$ cat config.mk
export PLATFORM = sky130hd
export DESIGN_NAME = dds_key_conditioner
export DESIGN_NICKNAME = d
export VERILOG_FILES = /design/src/rtl/dds_key_pkg.sv /design/src/rtl/dds_key_debounce_fsm.sv /design/src/rtl/dds_key_conditioner.sv
export SDC_FILE = /design/constraint.sdc
export NUM_CORES = 1
export LEC_CHECK = 0
export CAP_MARGIN = 10
export CELL_PAD_IN_SITES_DETAIL_PLACEMENT = 1
export CELL_PAD_IN_SITES_GLOBAL_PLACEMENT = 1
export CORE_MARGIN = 4
export CORE_UTILIZATION = 49
export CTS_CLUSTER_SIZE = 25
export DETAILED_ROUTE_END_ITERATION = 8
export PLACE_DENSITY = 0.81
export SLEW_MARGIN = 0
export SYNTH_ARGS = -nofsm -noshare
export SYNTH_HDL_FRONTEND = slang
export SYNTH_SLANG_ARGS = --single-unit
$ cat constraint.sdc
create_clock -name i_clk -period 2.7 [get_ports i_clk]
set_input_delay 0.27 -clock i_clk [delete_from_list [all_inputs] [get_ports i_clk]]
set_output_delay 0.27 -clock i_clk [all_outputs]
set_load 0.005 [all_outputs]
$ cat src/rtl/dds_key_pkg.sv
// Shared types and default timing constants for the DDS pushbutton conditioner.
// The optional auto-repeat feature is selected with the DDS_KEY_AUTOREPEAT_EN macro.
package dds_key_pkg;

  typedef enum logic [1:0] {
    IDLE       = 2'd0,
    PRESS_DB   = 2'd1,
    HELD       = 2'd2,
    RELEASE_DB = 2'd3
  } key_state_t;

  localparam int DEF_DEBOUNCE_CYCLES      = 1250000;
  localparam int DEF_REPEAT_DELAY_CYCLES  = 62500000;
  localparam int DEF_REPEAT_PERIOD_CYCLES = 12500000;

  // One shared width for every counter, sized from the largest timing parameter.
  function automatic int cnt_width(input int a, input int b, input int c);
    int m;
    m = a;
    if (b > m) m = b;
    if (c > m) m = c;
    return $clog2(m) + 1;
  endfunction

endpackage

$ cat src/rtl/dds_key_debounce_fsm.sv
// Per-key synchronizer, debounce FSM and event generator.
// Auto-repeat counters exist only when DDS_KEY_AUTOREPEAT_EN is defined.
module dds_key_debounce_fsm
  import dds_key_pkg::*;
#(
  parameter int DEBOUNCE_CYCLES      = DEF_DEBOUNCE_CYCLES,
  parameter int REPEAT_DELAY_CYCLES  = DEF_REPEAT_DELAY_CYCLES,
  parameter int REPEAT_PERIOD_CYCLES = DEF_REPEAT_PERIOD_CYCLES
) (
  input  logic i_clk,
  input  logic i_rst_n,
  input  logic i_key_n,
  output logic o_event,
  output logic o_held
);

  localparam int CW = cnt_width(DEBOUNCE_CYCLES, REPEAT_DELAY_CYCLES, REPEAT_PERIOD_CYCLES);
  localparam logic [CW-1:0] DB_LAST = CW'(DEBOUNCE_CYCLES - 1);
  localparam logic [CW-1:0] DB_TERM = CW'(DEBOUNCE_CYCLES);
  localparam logic [CW-1:0] CNT_ONE = CW'(1);

  logic          r_sync1;
  logic          r_sync2;
  key_state_t    r_state;
  key_state_t    w_state_nxt;
  logic [CW-1:0] r_cnt;
  logic [CW-1:0] w_cnt_nxt;
  logic          w_db_event;
  logic          w_rep_event;
  logic          r_held;
  logic          w_pressed;

  // The synchronizer stores the pressed level, so its reset value means released.
  always_ff @(posedge i_clk or negedge i_rst_n) begin
    if (!i_rst_n) begin
      r_sync1 <= 1'b0;
      r_sync2 <= 1'b0;
    end else begin
      r_sync1 <= ~i_key_n;
      r_sync2 <= r_sync1;
    end
  end

  assign w_pressed = r_sync2;

  always_comb begin
    w_state_nxt = r_state;
    w_cnt_nxt   = r_cnt;
    w_db_event  = 1'b0;
    case (r_state)
      IDLE: begin
        if (w_pressed) begin
          w_state_nxt = PRESS_DB;
          w_cnt_nxt   = '0;
        end else begin
          w_cnt_nxt = '0;
        end
      end
      PRESS_DB: begin
        if (!w_pressed) begin
          w_state_nxt = IDLE;
          w_cnt_nxt   = '0;
        end else if (r_cnt == DB_LAST) begin
          w_state_nxt = HELD;
          w_cnt_nxt   = '0;
          w_db_event  = 1'b1;
        end else if (r_cnt != DB_TERM) begin
          w_cnt_nxt = r_cnt + CNT_ONE;
        end else begin
          w_cnt_nxt = r_cnt;
        end
      end
      HELD: begin
        if (!w_pressed) begin
          w_state_nxt = RELEASE_DB;
          w_cnt_nxt   = '0;
        end else begin
          w_cnt_nxt = '0;
        end
      end
      RELEASE_DB: begin
        if (w_pressed) begin
          w_state_nxt = HELD;
          w_cnt_nxt   = '0;
        end else if (r_cnt == DB_LAST) begin
          w_state_nxt = IDLE;
          w_cnt_nxt   = '0;
        end else if (r_cnt != DB_TERM) begin
          w_cnt_nxt = r_cnt + CNT_ONE;
        end else begin
          w_cnt_nxt = r_cnt;
        end
      end
      default: begin
        w_state_nxt = IDLE;
        w_cnt_nxt   = '0;
      end
    endcase
  end

  // State register; the held flag is registered from the next state so it tracks r_state.
  always_ff @(posedge i_clk or negedge i_rst_n) begin
    if (!i_rst_n) begin
      r_state <= IDLE;
      r_cnt   <= '0;
      r_held  <= 1'b0;
    end else begin
      r_state <= w_state_nxt;
      r_cnt   <= w_cnt_nxt;
      r_held  <= (w_state_nxt == HELD) || (w_state_nxt == RELEASE_DB);
    end
  end

`ifdef DDS_KEY_AUTOREPEAT_EN
  localparam logic [CW-1:0] REP_DELAY_LAST  = CW'(REPEAT_DELAY_CYCLES - 1);
  localparam logic [CW-1:0] REP_PERIOD_LAST = CW'(REPEAT_PERIOD_CYCLES - 1);

  logic [CW-1:0] r_rcnt;
  logic          r_rphase;
  logic [CW-1:0] w_rep_last;

  assign w_rep_last  = r_rphase ? REP_PERIOD_LAST : REP_DELAY_LAST;
  assign w_rep_event = (r_state == HELD) && (r_rcnt == w_rep_last);

  // Repeat timer restarts whenever the key is not solidly held; first the delay, then the period.
  always_ff @(posedge i_clk or negedge i_rst_n) begin
    if (!i_rst_n) begin
      r_rcnt   <= '0;
      r_rphase <= 1'b0;
    end else if (r_state != HELD) begin
      r_rcnt   <= '0;
      r_rphase <= 1'b0;
    end else if (w_rep_event) begin
      r_rcnt   <= '0;
      r_rphase <= 1'b1;
    end else if (r_rcnt != '1) begin
      r_rcnt <= r_rcnt + CNT_ONE;
    end
  end
`else
  assign w_rep_event = 1'b0;
`endif

  assign o_event = w_db_event | w_rep_event;
  assign o_held  = r_held;

endmodule

$ cat src/rtl/dds_key_conditioner.sv
// Two-key pushbutton conditioner producing single-cycle increase/decrease requests for the DDS.
// Define DDS_KEY_AUTOREPEAT_EN to enable auto-repeat while a key is held.
module dds_key_conditioner
  import dds_key_pkg::*;
#(
  parameter int DEBOUNCE_CYCLES      = DEF_DEBOUNCE_CYCLES,
  parameter int REPEAT_DELAY_CYCLES  = DEF_REPEAT_DELAY_CYCLES,
  parameter int REPEAT_PERIOD_CYCLES = DEF_REPEAT_PERIOD_CYCLES
) (
  input  logic       i_clk,
  input  logic       i_rst_n,
  input  logic       i_key0_n,
  input  logic       i_key1_n,
  input  logic       i_enable,
  output logic       o_aumentar,
  output logic       o_disminuir,
  output logic [1:0] o_key_state
);

  logic w_ev0;
  logic w_ev1;
  logic w_held0;
  logic w_held1;
  logic r_aumentar;
  logic r_disminuir;

  dds_key_debounce_fsm #(
    .DEBOUNCE_CYCLES     (DEBOUNCE_CYCLES),
    .REPEAT_DELAY_CYCLES (REPEAT_DELAY_CYCLES),
    .REPEAT_PERIOD_CYCLES(REPEAT_PERIOD_CYCLES)
  ) u_key0 (
    .i_clk  (i_clk),
    .i_rst_n(i_rst_n),
    .i_key_n(i_key0_n),
    .o_event(w_ev0),
    .o_held (w_held0)
  );

  dds_key_debounce_fsm #(
    .DEBOUNCE_CYCLES     (DEBOUNCE_CYCLES),
    .REPEAT_DELAY_CYCLES (REPEAT_DELAY_CYCLES),
    .REPEAT_PERIOD_CYCLES(REPEAT_PERIOD_CYCLES)
  ) u_key1 (
    .i_clk  (i_clk),
    .i_rst_n(i_rst_n),
    .i_key_n(i_key1_n),
    .o_event(w_ev1),
    .o_held (w_held1)
  );

  // Arbitration: an event is dropped if the other key is down, both fire together, or gating is off.
  always_ff @(posedge i_clk or negedge i_rst_n) begin
    if (!i_rst_n) begin
      r_aumentar  <= 1'b0;
      r_disminuir <= 1'b0;
    end else begin
      r_aumentar  <= i_enable & w_ev0 & ~w_ev1 & ~w_held1;
      r_disminuir <= i_enable & w_ev1 & ~w_ev0 & ~w_held0;
    end
  end

  assign o_aumentar  = r_aumentar;
  assign o_disminuir = r_disminuir;
  assign o_key_state = {w_held1, w_held0};

endmodule
==> results.md, run 1 <==
- Run status: finished clean
- Max_cap viols: 0
- Post-synth EDFFs: 0
- Most common cell in the netlist: dfrtp_1
- Place WS: 422 ps
- First-pass GRT wire length: 12200 um
- Peak supply drop: 0.340 mV
- Clock Sinks: 66
- List of most frequent post-synthesis cells: dfrtp_1, nor2_1, xor2_1
- Final worst slack: 406 ps
- Cell row count: 29
- Adder-Cell Fraction of Synth Area: 1.52%
- Area leader, netlist: dfrtp_1
- Layout Cells excl Fill: 416
- Final cycle utilization of the critical path: 85.0%
- Register area share after synthesis: 50.0%
- # IOs: 9
- Slew HR: 53.4%
- Combinational share of power: 3.0%
- Clk Tree Root Cell: clkbuf_8
- Maximum clock rate: 0.436 GHz
- DIE AREA: 8120 sq um
- Core Region: 6460 sq um
- Clock power share: 46.1%
- Setup TNS Final: 0 ps
- Synth top area share: 50.0%
- Setup crit end kind: register
- CP arrival: 2490 ps
- Crit path kind: reg -> reg
- Worst EP required: 2900 ps
- Synth top area cells: dfrtp_1, xor2_1, nor2_1
- PortBufs: 8
- Post-CTS resize count: 0
- DRT Pass-1 Iters: 4
- Synthesized instance count: 322
- Startpoint types: register
- Drt total wl: 7030 um
- Fin nets: 343
- Post-synthesis mux area share: 1.97%
- FF+latch count, synth: 66
- Crit path cell chain: nor4b_1, nand4_1, nor4_2, nand3b_2, nor2_1
- DR vias: 2342
- Fin util: 56.9%
- WL/cell: 16.9 um
- Final setup fails: 0
- DRT iter0 DRCs: 98
- CTS tree: yes
- Post-synth ARST share: 100%
- Syn_area_per_cell: 10.3 sq um
- Synth Area in Compound Gates: 1.63%
- Initial antenna violation count: 0
- Tmin final: 2290 ps
- Cell Int Power: 0.00153 W
- LEAKAGE: 1.52 nW
- Inserted Diodes: 0
- Slowest cell delay on critical path: 520 ps
- Library cells used by synthesis: 45
- Worst hold path class: reg -> reg
- Pin count of the biggest net entering global routing: 67
- Worst-Margin Slew: 694 ps
- Worst skew pair latency: 350 ps
- GRT Overall Usage: 18.7%
- Post-synthesis simple-gate area fraction: 28.6%
- # DRC: 0
- Area Growth Syn to Fin: 11.3%
- Grt ovf: 0
- Routability Congestion: 0.759
- Sequential Power Share: 50.8%
- Clock-pin slew on the worst setup and hold paths: 80 ps
- Net switching power: 0.000438 W
- Post-Route Skew: 13.3 ps
- Largest family of logic cells by synthesized area: simple AND/OR/NAND/NOR gates
- Max Buffers Root-to-Sink: 2
- XOR/XNOR share of the synthesized area: 13.3%
- Unrepaired setup endpoints after global routing: no
- Synth warn: 0
- Starting Density: 51.1%
- Final hold viol count: 0
- Via density: 5.63
- Num CTS Buffers: 9
- H-tree depth: 3
- Post-Synthesis Net Count: 331
- CP max stage cell: nand3b_2
- DP Cell Count: 399
- Power Dens Cells: 536 nW/um^2
- Post-synth top flop: dfrtp_1
- Final antenna-violating net count: 0
- Layout cell share with drive strength beyond 1: 10.9%
- Vias in the first global route: 2438
- Syn Std Cell Area: 3300 sq um
- Crit Path Max Fanout: 27
- Die Height: 90.1 um
- Die W: 90.1 um
- Switching share of power: 22.2%
- Placed wire-length estimate: 4600 um
- Final Max Slew Viols: 0
==> per-layer routing <==
layer | GRT usage [%] | share of wire [%]
met1 | 25.4 | 47
met4 | 5.48 | 0.83
met2 | 28.5 | 48
met5 | 0 | 0
met3 | 6.34 | 3.5
==> critical path, delay by kind of cell (launching register included) <==
kind | cells | cell delay [ps]
flip-flops | 1 | 470
AND/OR/NAND/NOR | 5 | 1670
==> worst paths after layout <==
path	startpoint	to	slack (ps)	depth (start not counted)
max reg2reg	u_key1.r_cnt[8]	u_key1.r_cnt[18]	410	5
max	u_key1.r_cnt[8]	u_key1.r_cnt[18]	410	5
min reg2reg	u_key1.r_sync1	u_key1.r_sync2	340	0
min	u_key1.r_sync1	u_key1.r_sync2	340	0
max in group asynchronous	i_rst_n	u_key1.r_cnt[8]	1930	3
min in group asynchronous	i_rst_n	u_key1.r_cnt[17]	490	3
==> layout make-up <==
type | count | area (sq um)
Multi-Input combinational cell | 235 | 1550
Clock buffer | 9 | 124
Fill cell | 708 | 2790
Tap cell | 77 | 96.3
Timing Repair Buffer | 12 | 120
Clock inverter | 7 | 93.8
Sequential cell | 66 | 1650
Inverter | 10 | 37.5
==> per-stage QoR <==
stage	hold WS, ps	instance area [sq um]	total power [W]
after detailed placement	316	3450	0.00108
after CTS	349	3670	0.00200
after global routing	354	3670	0.00206
final	343	3670	0.00197
after global placement	316	3450	0.00108
after floorplan	-25.6	3300	0.00104
==> placed cells by master, fill, tap and decap left out, types with 5 or more instances in the layout <==
cell and count:
dfrtp_1 66, nor4_1 6, nand2_1 18, and2_1 7
clkdlybuf4s50_1 7, xor2_1 35, nor4b_1 5, clkbuf_8 9
nand3_1 19, nor2_1 53, inv_1 10, and4_1 5
nor3_1 8, nand4_1 17, xnor2_1 15, and3_1 7
==> power groups by stage <==
stage                     logic [W]  registers (W)  clock network (W)
after floorplan           0.0000256        0.00102                  0
after global placement    0.0000588        0.00102                  0
final                     0.0000596        0.00100           0.000909
after CTS                 0.0000622        0.00100           0.000937
after global routing      0.0000680        0.00100           0.000995
after detailed placement  0.0000604        0.00102                  0
==> repair_timing <==
action / CTS / global route
hold buffers: 1 / 0
buffers inserted: 0 / 0
hold endpoints to repair: 66 / 0
==> sequential cells by signal, summed over array words and instances, names as in the netlist <==
signal          flops
u_key1.r_cnt       27
u_key1.o_held       1
u_key0.o_held       1
u_key0.r_state      2
o_aumentar          1
u_key0.r_sync2      1
o_disminuir         1
u_key0.r_sync1      1
u_key1.r_sync1      1
u_key1.r_state      2
u_key1.r_sync2      1
u_key0.r_cnt       27
==> kinds of logic (layout without fill, tap and decap cells) <==
kind of cell	Yosys count	in the layout
and+or+nand+nor	167	167
DFF	66	66
xor gates and xnor gates	50	50
buffers and inverters	21	38
AOI/OAI and AO/OA	8	8
muxes	6	6
adders and majority gates	4	4
(Power assumes the default switching activity.)
==> run 2: changes to the inputs <==
--- a/config.mk
+++ b/config.mk
@@ -9,10 +9,10 @@
 export CELL_PAD_IN_SITES_DETAIL_PLACEMENT = 1
 export CELL_PAD_IN_SITES_GLOBAL_PLACEMENT = 1
 export CORE_MARGIN = 4
-export CORE_UTILIZATION = 49
+export CORE_UTILIZATION = 44
 export CTS_CLUSTER_SIZE = 25
 export DETAILED_ROUTE_END_ITERATION = 8
-export PLACE_DENSITY = 0.81
+export PLACE_DENSITY = 0.77
 export SLEW_MARGIN = 0
 export SYNTH_ARGS = -nofsm -noshare
 export SYNTH_HDL_FRONTEND = slang
==> constraint.sdc (replaced) <==
create_clock -name i_clk -period 1.9 [get_ports i_clk]
set_input_delay 0.19 -clock i_clk [delete_from_list [all_inputs] [get_ports i_clk]]
set_output_delay 0.19 -clock i_clk [all_outputs]
set_load 0.005 [all_outputs]
==> results.md, run 2 (synthesis gave the netlist of run 1 again) <==
- Vias in the first global route: 2908 (was 2438)
- Peak supply drop: 0.489 mV (was 0.340 mV)
- Starting Density: 45.3% (was 51.1%)
- Clock power share: 46.6% (was 46.1%)
- Sequential Power Share: 48.0% (was 50.8%)
- Die W: 94.6 um (was 90.1 um)
- Drt total wl: 10200 um (was 7030 um)
- Crit path kind: reg -> reg (unchanged)
- Core Region: 7290 sq um (was 6460 sq um)
- LEAKAGE: 1.91 nW (was 1.52 nW)
- Seq. cell area: 1650 sq um (unchanged)
- Switching share of power: 22.8% (was 22.2%)
- Max Buffers Root-to-Sink: 2 (unchanged)
- Max_cap viols: 0 (unchanged)
- Fin nets: 396 (was 343)
- Inserted Diodes: 0 (unchanged)
- Startpoint types: register (unchanged)
- Setup crit end kind: register (unchanged)
- First-pass GRT wire length: 14400 um (was 12200 um)
- Via density: 5.53 (was 5.63)
- Combinational share of power: 5.4% (was 3.0%)
- Violated checks: setup timing
- DRT Pass-1 Iters: 4 (unchanged)
- DRT iter0 DRCs: 158 (was 98)
- Placed wire-length estimate: 5750 um (was 4600 um)
- Routability Congestion: 0.865 (was 0.759)
- Power Dens Cells: 643 nW/um^2 (was 536 nW/um^2)
- Num CTS Buffers: 9 (unchanged)
- Final cycle utilization of the critical path: 105% (was 85.0%)
- WL/cell: 20.8 um (was 16.9 um)
- Grt ovf: 0 (unchanged)
- Area of the multi-input gates: 1950 sq um (was 1550 sq um)
- Place WS: -196 ps (was 422 ps)
- Worst-Margin Slew: 491 ps (was 694 ps)
- Clk Tree Root Cell: clkbuf_8 (unchanged)
- H-tree depth: 3 (unchanged)
- Final Max Slew Viols: 0 (unchanged)
- Final hold viol count: 0 (unchanged)
- Slew HR: 67.3% (was 53.4%)
- # IOs: 9 (unchanged)
- Unrepaired setup endpoints after global routing: yes (was no)
- Clock Sinks: 66 (unchanged)
- Maximum clock rate: 0.503 GHz (was 0.436 GHz)
- Largest registers: u_key0.r_cnt (27), u_key1.r_cnt (27) (unchanged)
- Most common cell after layout, fill and taps aside: dfrtp_1 (unchanged)
- GRT Overall Usage: 20.9% (was 18.7%)
- Area Growth Syn to Fin: 39.6% (was 11.3%)
- Pin count of the biggest net entering global routing: 48 (was 67)
- WHS: 314 ps (was 343 ps)
- Final worst slack: -88.2 ps (was 406 ps)
- Final setup fails: 52 (was 0)
- Worst EP required: 2130 ps (was 2900 ps)
- Tmin final: 1990 ps (was 2290 ps)
- Run status: finished, violations left (was finished clean)
- Cell row count: 31 (was 29)
- Die Height: 94.6 um (was 90.1 um)
- Final antenna-violating net count: 0 (unchanged)
- Crit Path Max Fanout: 7 (was 27)
- DIE AREA: 8950 sq um (was 8120 sq um)
- Layout cell share with drive strength beyond 1: 37.2% (was 10.9%)
- CTS tree: yes (unchanged)
- # DRC: 0 (unchanged)
- Post-Route Skew: 8.85 ps (was 13.3 ps)
- PortBufs: 8 (unchanged)
- Initial antenna violation count: 0 (unchanged)
- Fill count: 786 (was 708)
- Total power: 0.00297 W (was 0.00197 W)
- Net switching power: 0.000676 W (was 0.000438 W)
- CP arrival: 2220 ps (was 2490 ps)
- Fin util: 63.2% (was 56.9%)
- Clock-pin slew on the worst setup and hold paths: 80 ps (about the same)
- Setup TNS Final: -2400 ps (was 0 ps)
- Most frequent cells in the layout: dfrtp_1, buf_4, xor2_1 (was dfrtp_1, nor2_1, xor2_1)
- Cell Int Power: 0.00229 W (was 0.00153 W)
- Worst R2R Setup Slack: -90 ps (was 410 ps)
- Worst skew pair latency: 350 ps (about the same)
- Worst hold path class: in -> reg (was reg -> reg)
- DR vias: 2716 (was 2342)
run 2: cell types whose count changed in the layout (fill, tap and decap cells not counted), moves of 3 or more:
cell       before  now
nor2_4          0   29
nor2_1         53   15
clkbuf_16       0    3
a21oi_1         4    1
nor4b_1         5    1
a21oi_2         0    3
nor2_2          1   10
nor3_1          8    5
buf_12          1    4
buf_4           2   47
run 2: stage by stage:
stage,instances,instance area [sq um]
after CTS,481,4140
after global routing,491,4610
final,491,4610
after global placement,463,3810
after detailed placement,463,3810
after floorplan,322,3300
run 2: path summary, 6_finish.rpt:
| kind | depth (start not counted) | start | to |
|---|---|---|---|
| setup / recovery | 8 | u_key0.r_cnt[1] | u_key0.r_cnt[12] |
| hold / removal | 2 | i_key0_n | u_key0.r_sync1 |
| setup reg to reg | 8 | u_key0.r_cnt[1] | u_key0.r_cnt[12] |
| hold reg to reg | 0 | u_key1.r_sync1 | u_key1.r_sync2 |
| max in group asynchronous | 3 | i_rst_n | o_aumentar |
| min in group asynchronous | 2 | i_rst_n | u_key1.r_cnt[15] |
run 2: power groups by stage:
stage	registers, W	clock network, W	logic, W
after global placement	0.00145	0	0.0000962
after CTS	0.00142	0.00140	0.000106
after global routing	0.00143	0.00148	0.000173
after floorplan	0.00145	0	0.0000364
after detailed placement	0.00145	0	0.000102
final	0.00142	0.00138	0.000159
run 2: layer usage:
metal / wire, um / GRT usage, %
met1: 3990 / 24.6
met2: 5670 / 37.1
met3: 261 / 4.78
met4: 291 / 7.69
met5: 0 / 0
run 2: final cells by class:
type	count	area share (%)
multi-input cells	235	42.3
flip-flops and latches	66	35.8
repair buffers	65	13.4
clock buffers	12	3.36
well taps	99	2.69
clock inverters	4	1.60
inverters	10	0.814
run 2: repair_timing:
item / CTS / global route
buffers inserted: 1 / 6
endpoints found under the setup margin: 60 / 60
gates cloned: 0 / 4
pin swaps: 7 / 43
resized for setup: 13 / 87
hold buffers: 1 / 0
hold endpoints to repair: 19 / 0
run 2: critical path, stage by stage, from the launching register on:
cell,delay (ps)
dfrtp_1,400
ha_1,190
nand3_1,140
or2_2,360
nor3_4,240
nand3b_1,170
buf_6,150
clkbuf_16,180
nor2_4,40
